===== src/rtl/btn_sw_pkg.sv =====
// btn_sw_pkg: shared colour/mode codes and button/switch bit indices.
package btn_sw_pkg;
    typedef enum logic [2:0] {
        COLOR_RED   = 3'b001,
        COLOR_GREEN = 3'b010,
        COLOR_BLUE  = 3'b100
    } color_e;
    typedef enum logic {
        MODE_SHIFT = 1'b0,
        MODE_FLASH = 1'b1
    } mode_e;
    localparam int BTN_MODE    = 0;
    localparam int BTN_RED     = 1;
    localparam int BTN_GREEN   = 2;
    localparam int BTN_BLUE    = 3;
    localparam int SW_ENABLE   = 0;
    localparam int SW_SPEED_LO = 1;
    localparam int SW_SPEED_HI = 2;
    localparam int SW_DIR      = 3;
endpackage


===== src/rtl/btn_debouncer.sv =====
// btn_debouncer: one button through a 2-flop synchronizer and debounce counter,
// emitting a registered one-cycle pulse when the debounced level rises.
module btn_debouncer #(
    parameter int NB_DEB     = 16,
    parameter int DEB_CYCLES = 50000
) (
    input  logic clock,
    input  logic i_reset,
    input  logic i_btn,
    output logic o_pulse
);
    localparam logic [NB_DEB-1:0] CNT_MAX = NB_DEB'(DEB_CYCLES - 1);
    logic [1:0]        sync_q;
    logic              stable_q, stable_d, prev_q, pulse_q;
    logic [NB_DEB-1:0] cnt_q, cnt_d;
    always_comb begin
        stable_d = (sync_q[1] != stable_q && cnt_q == CNT_MAX) ? sync_q[1] : stable_q;
        cnt_d    = (sync_q[1] == stable_q || cnt_q == CNT_MAX) ? '0 : cnt_q + 1'b1;
    end
    // prev_q delays stable by one edge so the pulse lands the edge after the flip
    always_ff @(posedge clock) begin
        if (i_reset) begin
            sync_q   <= '0;
            stable_q <= 1'b0;
            prev_q   <= 1'b0;
            pulse_q  <= 1'b0;
            cnt_q    <= '0;
        end else begin
            sync_q   <= {sync_q[0], i_btn};
            stable_q <= stable_d;
            prev_q   <= stable_q;
            pulse_q  <= stable_q & ~prev_q;
            cnt_q    <= cnt_d;
        end
    end
    assign o_pulse = pulse_q;
endmodule


===== src/rtl/btn_sw_decoder.sv =====
// btn_sw_decoder: synchronizes switches, debounces buttons and decodes both
// into registered mode/colour/enable/speed/direction commands.
module btn_sw_decoder
    import btn_sw_pkg::*;
#(
    parameter int NB_BUTTONS = 4,
    parameter int NB_SW      = 4,
    parameter int NB_DEB     = 16,
    parameter int DEB_CYCLES = 50000
) (
    input  logic                  clock,
    input  logic                  i_reset,
    input  logic [NB_BUTTONS-1:0] i_btn,
    input  logic [NB_SW-1:0]      i_sw,
    output logic [NB_BUTTONS-1:0] o_btn_pulse,
    output logic                  o_mode,
    output logic [2:0]            o_color,
    output logic                  o_enable,
    output logic [1:0]            o_speed,
    output logic                  o_dir,
    output logic                  o_cmd_valid
);
    logic [NB_SW-1:0] sw_s1_q, sw_s2_q;
    mode_e            mode_q, mode_d;
    color_e           color_q, color_d;
    logic             enable_q, enable_d, dir_q, dir_d, cmd_valid_q, cmd_valid_d;
    logic [1:0]       speed_q, speed_d;
    for (genvar g = 0; g < NB_BUTTONS; g++) begin : g_deb
        btn_debouncer #(
            .NB_DEB    (NB_DEB),
            .DEB_CYCLES(DEB_CYCLES)
        ) u_deb (
            .clock  (clock),
            .i_reset(i_reset),
            .i_btn  (i_btn[g]),
            .o_pulse(o_btn_pulse[g])
        );
    end
    always_comb begin
        mode_d      = o_btn_pulse[BTN_MODE] ? (mode_q == MODE_SHIFT ? MODE_FLASH : MODE_SHIFT) : mode_q;
        color_d     = o_btn_pulse[BTN_RED]   ? COLOR_RED   :
                      o_btn_pulse[BTN_GREEN] ? COLOR_GREEN :
                      o_btn_pulse[BTN_BLUE]  ? COLOR_BLUE  : color_q;
        enable_d    = sw_s2_q[SW_ENABLE];
        speed_d     = sw_s2_q[SW_SPEED_HI:SW_SPEED_LO];
        dir_d       = sw_s2_q[SW_DIR];
        // one flag covers any mix of button and switch changes landing together
        cmd_valid_d = {mode_d, color_d, enable_d, speed_d, dir_d} !=
                      {mode_q, color_q, enable_q, speed_q, dir_q};
    end
    always_ff @(posedge clock) begin
        if (i_reset) begin
            sw_s1_q     <= '0;
            sw_s2_q     <= '0;
            mode_q      <= MODE_SHIFT;
            color_q     <= COLOR_RED;
            enable_q    <= 1'b0;
            speed_q     <= 2'b00;
            dir_q       <= 1'b0;
            cmd_valid_q <= 1'b0;
        end else begin
            sw_s1_q     <= i_sw;
            sw_s2_q     <= sw_s1_q;
            mode_q      <= mode_d;
            color_q     <= color_d;
            enable_q    <= enable_d;
            speed_q     <= speed_d;
            dir_q       <= dir_d;
            cmd_valid_q <= cmd_valid_d;
        end
    end
    assign o_mode      = mode_q;
    assign o_color     = color_q;
    assign o_enable    = enable_q;
    assign o_speed     = speed_q;
    assign o_dir       = dir_q;
    assign o_cmd_valid = cmd_valid_q;
endmodule


===== config.mk =====
export PLATFORM = sky130hd
export DESIGN_NAME = btn_sw_decoder
export DESIGN_NICKNAME = d
export VERILOG_FILES = /design/src/rtl/btn_sw_pkg.sv /design/src/rtl/btn_debouncer.sv /design/src/rtl/btn_sw_decoder.sv
export SDC_FILE = /design/constraint.sdc
export NUM_CORES = 1
export LEC_CHECK = 0
export ABC_AREA = 1
export CORE_MARGIN = 2
export CORE_UTILIZATION = 35
export CTS_CLUSTER_DIAMETER = 30
export DETAILED_ROUTE_END_ITERATION = 6
export REMOVE_ABC_BUFFERS = 1
export SLEW_MARGIN = 20
export SYNTH_ARGS = -nofsm -noshare
export SYNTH_HDL_FRONTEND = slang
export SYNTH_SLANG_ARGS = --single-unit

===== constraint.sdc =====
create_clock -name clock -period 1.73 [get_ports clock]
set_input_delay 0.173 -clock clock [delete_from_list [all_inputs] [get_ports clock]]
set_output_delay 0.173 -clock clock [all_outputs]
set_load 0.1 [all_outputs]

==> impl_metrics.csv <==
group,metric,value,unit
global_route,first_global_vias,3516,
hold_path,hp-class,"in2reg",
global_route,grtUsageMet3,2.28,%
setup_path,r2r-start,"g_deb[0].u_deb.cnt_q[0]",
synth,synth_warnings,0,
global_route,grt_overflow,0,
global_route,grt_pass1_wl,15000,um
outcome,outcome,"finished, final reports clean",
layout,stdcell_area,0.00509,sq mm
setup_path,cp.arrival,1680,ps
floorplan,core,0.0126,sq mm
setup_path,worstPathBufferInverterCount,0,
cts,cts.sinks,101,
setup_path,worstPathMaxFanout,16,
setup_path,worstPathCellList,"ha_1, nand3_2, nor2_2, nand3_1, nand2_4, a21oi_1",
routing,dr_total_vias,3697,
global_route,grt.busiest_layer,"met2",
sta,tns,0,ps
setup_path,critPathSlowestCell,"dfxtp_1",
sta,hold_viol,0,
placed_design,dpl.hpwl,6140,um
synth,ys_seq_elements,101,
setup_path,endpoint_kind,"register",
cts,cts_root_buf,"clkbuf_16",
layout,drive_above_1_share,8.54,%
routing,wl_per_cell,10.0,um
setup_path,r2r-end,"g_deb[0].u_deb.cnt_q[7]",
synth,synthTopCellsByCount,"nor2_1 (131), nand2_1 (126), dfxtp_1 (101), inv_1 (87), nand3_1 (42)",
sta,worstMarginPinSlew,314,ps
sta,rsz0062_at_grt,"no",
setup_path,path_class,"reg2reg",
sta,max_freq,682,MHz
synth,synth.distinct_cells,30,
synth,synth-edff-count,0,
synth,syn-mean-instance-area,7.16,sq um
hold_path,worstHoldPathCells,3,
cts,cts_htree_levels,3,
power_and_ir_drop,irDropWorstVdd,461,uV
floorplan,start_util,35.8,%
job,cap_viol_max_count,0,
sta,maxSlewHeadroom,79.1,%
cts,clockBufferDepth,2,
cts,numCtsBuffers,9,
setup_path,cpLargestDelayFamily,"simple AND/OR/NAND/NOR gates",
sta,min_period,1470,ps
global_route,grt_max_degree,32,
global_route,met1_usage,16.4,%
placed_design,gp_congestion,0.811,
floorplan,die-area,0.0138,sq mm
layout,fin_cells,828,
floorplan,num_rows,41,
global_route,use_met2,20.8,%
synth,synth_async_sr_flop_share,0,%
sta,skew,10.6,ps
synth,synthCells,630,
synth,yosysMostFrequentCell,"nor2_1",
routing,drt_pass1_iterations,4,
routing,drc,0,
cts,insertion_delay,340,ps
synth,synthDominantCellAreaShare,44.8,%
routing,first_iter_violations,280,
routing,ant_nets,0,
synth,yosys-top-cells-area,"dfxtp_1 (45%), nor2_1 (11%), nand2_1 (10%)",
power_and_ir_drop,p_leak,1.78,nW
floorplan,io_pins,23,
routing,via_per_inst,4.46,
synth,syn_area,0.00451,sq mm
setup_path,r2r_slack,260,ps
global_route,grt_use_total,12.8,%
synth,synth_area_leader_cell,"dfxtp_1",
setup_path,rr_worst_depth,6,
global_route,antenna_found_initial,0,
synth,ys.flop_type,"dfxtp_1",
setup_path,max_stage_delay,390,ps
synth,ys_seq_area_share,44.8,%
layout,nNetsFinal,667,
floorplan,die_w,118,um
routing,routed_wl,8280,um
layout,final_util,40.3,%
sta,setup_viol_count_final,0,
cts,cts_tree,"done",
cts,holdBufCountCts,0,
hold_path,hold_start,"i_btn[3]",
power_and_ir_drop,power,4.30,mW
floorplan,dieHeight,118,um
placed_design,postPlaceCellArea,0.00483,sq mm
setup_path,required,1950,ps
sta,period_share,84.7,%
placed_design,dp_cells,814,
layout,diodes,0,
power_and_ir_drop,power_density,845,mW/mm^2
cts,cts.clk_slew.worst_paths,60,ps
setup_path,cp-start-kind,"register",
hold_path,min_to,"g_deb[3].u_deb.sync_q[0]",
layout,area_growth,12.8,%
sta,slew_viol_final,0,
placed_design,io_buffers,22,
==> metal layers <==
metal  part of all wire [%]  wire length [um]
met1                     51              4210
met2                     44              3650
met3                    3.0               249
met4                    2.1               172
met5                      0                 0
==> through the flow <==
step | hold WS, ps | worst slack, ps
4_1_cts | 335 | 144
5_1_grt | 356 | 44.5
6_report | 349 | 265
3_3_place_gp | 376 | 189
3_5_place_dp | 378 | 149
2_1_floorplan | 244 | 78.3
==> sequential cells by signal, indices dropped and copies added, names as in the netlist <==
signal	cells
o_enable	1
g_deb.u_deb.prev_q	4
sw_s1_q	4
sw_s2_q	4
o_mode	1
g_deb.u_deb.o_pulse	4
o_color	3
o_dir	1
g_deb.u_deb.sync_q	8
o_speed	2
g_deb.u_deb.stable_q	4
g_deb.u_deb.cnt_q	64
o_cmd_valid	1
==> worst min-delay path, stage by stage <==
cell and delay, ps:
clkdlybuf4s50_1 390, inv_1 50, nor2_1 30
==> where the power goes <==
part	switching, mW	leakage, nW	internal [mW]	total (mW)
logic	0.0952	0.838	0.0467	0.142
registers	0.00940	0.818	2.35	2.36
clock network	0.796	0.126	1.00	1.80
total	0.901	1.78	3.40	4.30
==> layout make-up <==
cell class	count	area, sq um
clock buffers	13	250
inverters	89	334
repair buffers	23	195
well taps	172	215
fillers	1339	7530
clock inverters	1	8.76
multi-input cells	429	2070
flip-flops and latches	101	2020
==> what timing repair did <==
action	4_1_cts	5_1_grt
resized for setup	0	1
hold endpoints to repair	0	0
setup buffers	0	0
endpoints found under the setup margin	0	2
==> worst max-delay path by stage <==
| stage | slack (ps) | cells after the start | start | end |
|---|---|---|---|---|
| 2_1_floorplan | 80 | 6 | g_deb[1].u_deb.o_pulse | o_cmd_valid |
| 3_3_place_gp | 190 | 6 | i_reset | g_deb[0].u_deb.cnt_q[9] |
| 3_5_place_dp | 150 | 6 | i_reset | g_deb[0].u_deb.cnt_q[15] |
| 4_1_cts | 140 | 6 | g_deb[0].u_deb.cnt_q[0] | g_deb[0].u_deb.cnt_q[7] |
| 5_1_grt | 40 | 6 | g_deb[0].u_deb.cnt_q[0] | g_deb[0].u_deb.cnt_q[12] |
| 6_report | 260 | 6 | g_deb[0].u_deb.cnt_q[0] | g_deb[0].u_deb.cnt_q[7] |
==> cells in the final DEF, fill, tap and decap left out, drive strengths merged <==
cell and instances:
clkbuf 13, nand3 45, inv 89, xnor2 7
buf 14, nor2 144, a21oi 33, or2 4
and3 1, clkdlybuf4s50 9, o21ai 14, nand3b 1
o21bai 4, nand2 131, nor3 8, dfxtp 101
nand4 19, clkinv 1, ha 4, xor2 14
==> cells by family (layout without fill, tap and decap cells) <==
group | Yosys count | after routing | share of synthesized area (%)
AO/OA/AOI/OAI | 51 | 51 | 6.46
flip-flops | 101 | 101 | 44.8
XOR/XNOR | 21 | 21 | 4.08
buffers and inverters | 100 | 126 | 9.51
AND/OR/NAND/NOR | 353 | 353 | 34.0
adder cells (fa/ha/maj) | 4 | 4 | 1.11
Note: power is estimated with default switching activity, not from simulation.
